$ cat config.mk
export PLATFORM = sky130hd
export DESIGN_NAME = seg_pipe_adder
export DESIGN_NICKNAME = d
export VERILOG_FILES = /design/src/rtl/seg_pipe_adder.sv
export SDC_FILE = /design/constraint.sdc
export NUM_CORES = 1
export LEC_CHECK = 0
export ABC_AREA = 1
export BUFFER_PORTS_ARGS = -buffer_cell sky130_fd_sc_hd__buf_2
export CAP_MARGIN = 20
export CORE_MARGIN = 10
export CORE_UTILIZATION = 30
export DETAILED_ROUTE_END_ITERATION = 16
export GPL_TIMING_DRIVEN = 1
export PLACE_DENSITY = 0.44
export REMOVE_ABC_BUFFERS = 1
export SLEW_MARGIN = 10
export SYNTH_ARGS = -nofsm -noshare
export SYNTH_HDL_FRONTEND = slang
export SYNTH_SLANG_ARGS = --single-unit
export TNS_END_PERCENT = 20
$ cat constraint.sdc
create_clock -name clk -period 1.75 [get_ports clk]
set_input_delay 0.2625 -clock clk [delete_from_list [all_inputs] [get_ports clk]]
set_output_delay 0.2625 -clock clk [all_outputs]
set_load 0.01 [all_outputs]
$ cat src/rtl/seg_pipe_adder.sv
// seg_pipe_adder: WIDTH-bit add/sub whose carry chain is cut into
// SEG_W-bit registered segments, with a global valid/ready stall.
module seg_pipe_adder #(
  parameter int WIDTH = 32,
  parameter int SEG_W = 8
) (
  input  logic             clk,
  input  logic             rst_n,
  input  logic             in_valid,
  output logic             in_ready,
  input  logic [WIDTH-1:0] a,
  input  logic [WIDTH-1:0] b,
  input  logic             cin,
  input  logic             sub,
  output logic             out_valid,
  input  logic             out_ready,
  output logic [WIDTH-1:0] sum,
  output logic             cout,
  output logic             ovf
);

  localparam int NSEG = WIDTH / SEG_W;

  typedef struct packed {
    logic             valid;
    logic             carry;
    logic             sa;
    logic             sb;
    logic [WIDTH-1:0] res;
    logic [WIDTH-1:0] opa;
    logic [WIDTH-1:0] opb;
  } stage_t;

  stage_t           st_q [NSEG];
  stage_t           st_d [NSEG];
  logic [SEG_W:0]   seg_sum [NSEG];
  logic [WIDTH-1:0] b_eff;
  logic             c0;
  logic             advance;
  stage_t           last;

  assign last     = st_q[NSEG-1];
  assign advance  = !last.valid || out_ready;
  assign in_ready = advance;

  // Subtract folds into an add of ~b with a forced carry-in.
  assign b_eff = sub ? ~b : b;
  assign c0    = sub | cin;

  always_comb begin
    for (int k = 0; k < NSEG; k++) begin
      st_d[k]    = st_q[k];
      seg_sum[k] = '0;
    end
    if (advance) begin
      seg_sum[0] = {1'b0, a[SEG_W-1:0]}
                 + {1'b0, b_eff[SEG_W-1:0]}
                 + {{SEG_W{1'b0}}, c0};
      st_d[0].valid = in_valid;
      st_d[0].carry = seg_sum[0][SEG_W];
      st_d[0].sa    = a[WIDTH-1];
      st_d[0].sb    = b_eff[WIDTH-1];
      st_d[0].opa   = a;
      st_d[0].opb   = b_eff;
      st_d[0].res   = '0;
      st_d[0].res[SEG_W-1:0] = seg_sum[0][SEG_W-1:0];
      for (int k = 1; k < NSEG; k++) begin
        seg_sum[k] = {1'b0, st_q[k-1].opa[k*SEG_W +: SEG_W]}
                   + {1'b0, st_q[k-1].opb[k*SEG_W +: SEG_W]}
                   + {{SEG_W{1'b0}}, st_q[k-1].carry};
        st_d[k]       = st_q[k-1];
        st_d[k].carry = seg_sum[k][SEG_W];
        st_d[k].res[k*SEG_W +: SEG_W] = seg_sum[k][SEG_W-1:0];
      end
    end
  end

  always_ff @(posedge clk or negedge rst_n) begin
    if (!rst_n) begin
      for (int k = 0; k < NSEG; k++) begin
        st_q[k] <= '0;
      end
    end else begin
      for (int k = 0; k < NSEG; k++) begin
        st_q[k] <= st_d[k];
      end
    end
  end

  assign out_valid = last.valid;
  assign sum       = last.res;
  assign cout      = last.carry;
  assign ovf       = (last.sa == last.sb) &&
                     (last.res[WIDTH-1] != last.sa);

endmodule

## Word level (Yosys, flattened, before mapping)

Index checks and enable logic that the tools add are counted.

- Bitwise gates (word level): 2
- Add/sub/neg operators: 8
- Reductions and logical operators: 3
- Muxes and demuxes: 1
- Eq/ne operators: 2

Operators by type and width:

| cell | number |
|---|---|
| adder 8 x 8 -> 9 bit | 4 |
| adder 9 x 1 -> 9 bit | 4 |
| two-way mux 32 bit | 1 |
| inverter 32 bit | 1 |
| equality test 1 bit | 1 |
| logical AND 1 bit | 1 |
| logical NOT 1 bit | 1 |
| logical OR 1 bit | 1 |
| != test 1 bit | 1 |
| bitwise OR 1 bit | 1 |

- Input port bits: 70
- Register bits: 288
- Output and inout port bits: 36
- Logic and storage cells: 42

## Logic depth before layout (Yosys ltp)

- Depth after elaboration: 4
- Mapped depth: 14

## Worst setup path before layout

Ideal clock, no wire load.

- Path type: input to register
- Start: input port sub
- End: register st_q[368] (netlist name)
- Stages on the path: 13
- Slack: -287 ps
- Data required time: 1,674 ps
- Arrival time: 1,961 ps
- Buffers on the path: 2
- Cell sequence: buf_2 -> buf_4 -> or2_2 -> fa_1 -> inv_1 -> fa_1 -> inv_1 -> nand2_1 -> nand2_1 -> and2_1 -> nand2_1 -> nand2_1 -> o21ai_1

- Cells in the longest elaborated chain, start to end: 3

Ends and longest elaborated chain:

| element | RTL line | RTL |
|---|---|---|
| start: declaration | 14 | `input logic sub,` |
| two-way mux 32 bit | 47 | `assign b_eff = sub ? ~b : b;` |
| adder 8 x 8 -> 9 bit | 57 | `+ {1'b0, b_eff[SEG_W-1:0]}` |
| adder 9 x 1 -> 9 bit * | 58 | `+ {{SEG_W{1'b0}}, c0};` |
| end signal: indexed assignment | 85 | `st_q[k] <= st_d[k];` |
| end: declaration | 34 | `stage_t st_q [NSEG];` |

Every way passes the cells marked *; elsewhere a longest branch is shown, timed or not.
A chain may end at the register's enable or synchronous reset.

## Worst setup path after layout

- Start: register st_q[248] (netlist name)
- End: register st_q[186] (netlist name)

- Cells in the longest elaborated chain, start to end: 2

Ends and longest elaborated chain:

| element | RTL line | RTL |
|---|---|---|
| adder 8 x 8 -> 9 bit | 69 | `+ {1'b0, st_q[k-1].opb[k*SEG_W +: SEG_W]}` |
| adder 9 x 1 -> 9 bit | 70 | `+ {{SEG_W{1'b0}}, st_q[k-1].carry};` |

No other way between the ends.

==> metrics.yaml <==
setup_slack_ns: -0.0339
drtIter0Drc: 316
status: "complete, but fails checks"
violations: "setup timing"
dp_worst_setup_slack_ns: -0.184
cp.arrival_ns: 2.12
p_comb_share_pct: 38.3
internal-power_mw: 10.8
area_delta_synth_final_pct: 17.3
root_buffer: "clkbuf_16"
maxCapViolCount: 0
rows: 62
synth_cell_types: 25
period_minus_slack_ns: 1.78
cts.path.max_buffers: 2
clock.fmax_mhz: 561
yosys.area_share.xor_xnor_pct: 3.17
synthCells: 1026
rrSetupSlack_ns: -0.03
vdd_ir_drop_max_v: 0.000602
gp_congestion: 0.741
core_area_mm2: 0.0289
synth_largest_area_cell: "dfrtp_1"
dr.pass1.iters: 5
synth_top_area_share_pct: 52.6
synth_area_mm2: 0.00885
first_global_vias: 6641
htreeDepth: 4
synth_edf_count: 0
power.switching_mw: 7.00
slew-limit-headroom_pct: 66.0
synth-simple-area-share_pct: 21.2
synth_top_family_by_area: "simple AND/OR/NAND/NOR gates"
worst_slew_pin_slew_ns: 0.510
swShare_pct: 39.4
wl_per_cell_um: 13.3
io_buffers: 105
path_clk_slew_ns: 0.08
critPathLaunchType: "flop"
synth_ff_type: "dfrtp_1"
postRouteAntennaNets: 0
yosys.area_share.adder_pct: 5.77
holdPathEnd: "st_q[348]"
cts_tree: "done"
fin_cells: 1507
leakagePower_nw: 5.33
pwr-share-seq_pct: 40.4
layout_commonest_cell: "nand2_1"
fin_nets: 1216
r2r_start: "st_q[248]"
grt-ovfl-total: 0
fp.dieW_um: 192
ys_top_cells_by_area: "dfrtp_1, nand2_1, o21ai_0"
post-route-drc-count: 0
place_hpwl_um: 13500
cp_max_fo: 3
min_period_over_period_pct: 102
boundaryPins: 106
dp_cells: 1465
drive_gt1_share_pct: 17.0
p_per_area_mw_per_mm2: 1710
clock_latency_ns: 0.45
seq_area_frac_synth_pct: 52.6
yosys_warnings: 0
grt_usage_pct: 11.4
vias_per_cell: 4.26
clock_skew_ns: 0.0167
reg2reg_depth: 8
drt_wl_total_um: 20000
grt_pass1_wl_um: 33800
dr_total_vias: 6426
stdcell_area_mm2: 0.0104
critPathKind: "reg2reg"
min-delay-start: "a[16]"
cts.sink_count: 186
cp-end-kind: "flop"
die_h_um: 192
timing.hold.ws_ns: 0.0210
finalHoldViolCount: 0
synth_area_per_cell_um2: 8.62
r2r-end: "st_q[186]"
synth_compound_area_share_pct: 7.71
clkPwrFrac_pct: 21.3
diodes: 0
holdPathStages: 3
fillers: 3101
rsz0062_at_grt: "true"
ys_ff_latch: 186
report.final.slew_viol_count: 0
cp.required_ns: 2.08
grt_antenna_before_repair: 2
setup_viol: 4
hold_class: "in2reg"
synthMuxAreaShare_pct: 0
mostFrequentLayoutCells: "nand2_1, dfrtp_1, buf_2, o21ai_0, inv_1"
place_area_mm2: 0.00965
ys_async_sr_fraction_pct: 100
start_util_pct: 30.6
grt_max_degree: 106
dieArea_mm2: 0.0368
finalPower_mw: 17.8
cts_buffers: 17
## worst max path at each step
stage / startpoint / end / slack (ns) / cells past startpoint
2_1_floorplan: out_valid / st_q[182] / -2.85 / 4
4_1_cts: out_valid / in_ready / -0.02 / 4
6_report: st_q[248] / st_q[186] / -0.03 / 8
3_5_place_dp: sub / st_q[368] / -0.18 / 12
5_1_grt: st_q[248] / st_q[186] / -0.15 / 8
3_3_place_gp: sub / st_q[368] / -0.18 / 12
## kinds of logic (layout without fill, tap and decap cells)
kind of cell	after synthesis	count (layout)
fa+ha+maj	36	36
flops	186	186
simple gates	473	473
xor+xnor	32	32
buf+inv	166	263
compound gates	133	133
## timing repair
item	4_1_cts	5_1_grt
pin swaps	5	1
endpoints found under the hold margin	50	0
hold buffers	9	0
endpoints found under the setup margin	10	10
gates resized for setup	18	5
buffers inserted	0	1
## registers in the layout, indices dropped and copies added, names as in the netlist
register,flops
st_q,150
sum,32
last,2
cout,1
out_valid,1
## per-stage QoR
step	util, %	TNS, ns
final	35.9	-0.0642
after global routing	35.9	-0.810
after CTS	35.8	-0.0497
after detailed placement	33.4	-2.34
after global placement	33.4	-1.87
after floorplan	-	-413.63
## worst max-delay path: stages (launching register included)
cell and delay, ns:
dfrtp_1 0.41, fa_2 0.43, fa_2 0.36, nand2_2 0.08, nand3_2 0.09, nand3_2 0.10
nand3_1 0.08, nand3_1 0.09, nand2_1 0.05
## cells in the mapped netlist (4+ instances only)
cell type / number
nor2_1: 23
o21ai_1: 8
a211oi_1: 4
dfrtp_1: 186
nand3_1: 40
buf_2: 17
nand3b_1: 6
ha_1: 28
o21ai_0: 98
a21oi_1: 18
inv_1: 89
nand2_1: 396
xor2_1: 7
xnor2_1: 25
buf_4: 48
or2_2: 5
clkbuf_1: 8
fa_1: 8
## cell type report
type	instances	area, µm²	area share (%)
Clock inverter	14	128	1.23
Tap cell	384	480	4.63
Sequential cell	186	4650	44.8
Inverter	90	345	3.33
Clock buffer	18	429	4.14
Multi-Input combinational cell	674	3410	32.9
Timing Repair Buffer	141	927	8.93
## power by group through the flow
stage / Clock (mW) / Sequential [mW] / Combinational (mW)
6_report: 3.79 / 7.19 / 6.80
3_3_place_gp: 0 / 7.25 / 6.67
3_5_place_dp: 0 / 7.27 / 6.74
5_1_grt: 4.09 / 7.44 / 8.06
4_1_cts: 3.94 / 7.21 / 6.94
2_1_floorplan: 0 / 7.24 / 4.51
## layer usage
layer / vias up / GRT usage, % / part of all wire [%]
met5: - / 0 / 0.065
met4: 2 / 3.82 / 1.5
met3: 23 / 2.76 / 3.9
met2: 87 / 17.9 / 45
met1: 2977 / 14.9 / 49
li1: 3337 / - / -
Power figures use the tool's default switching activity.
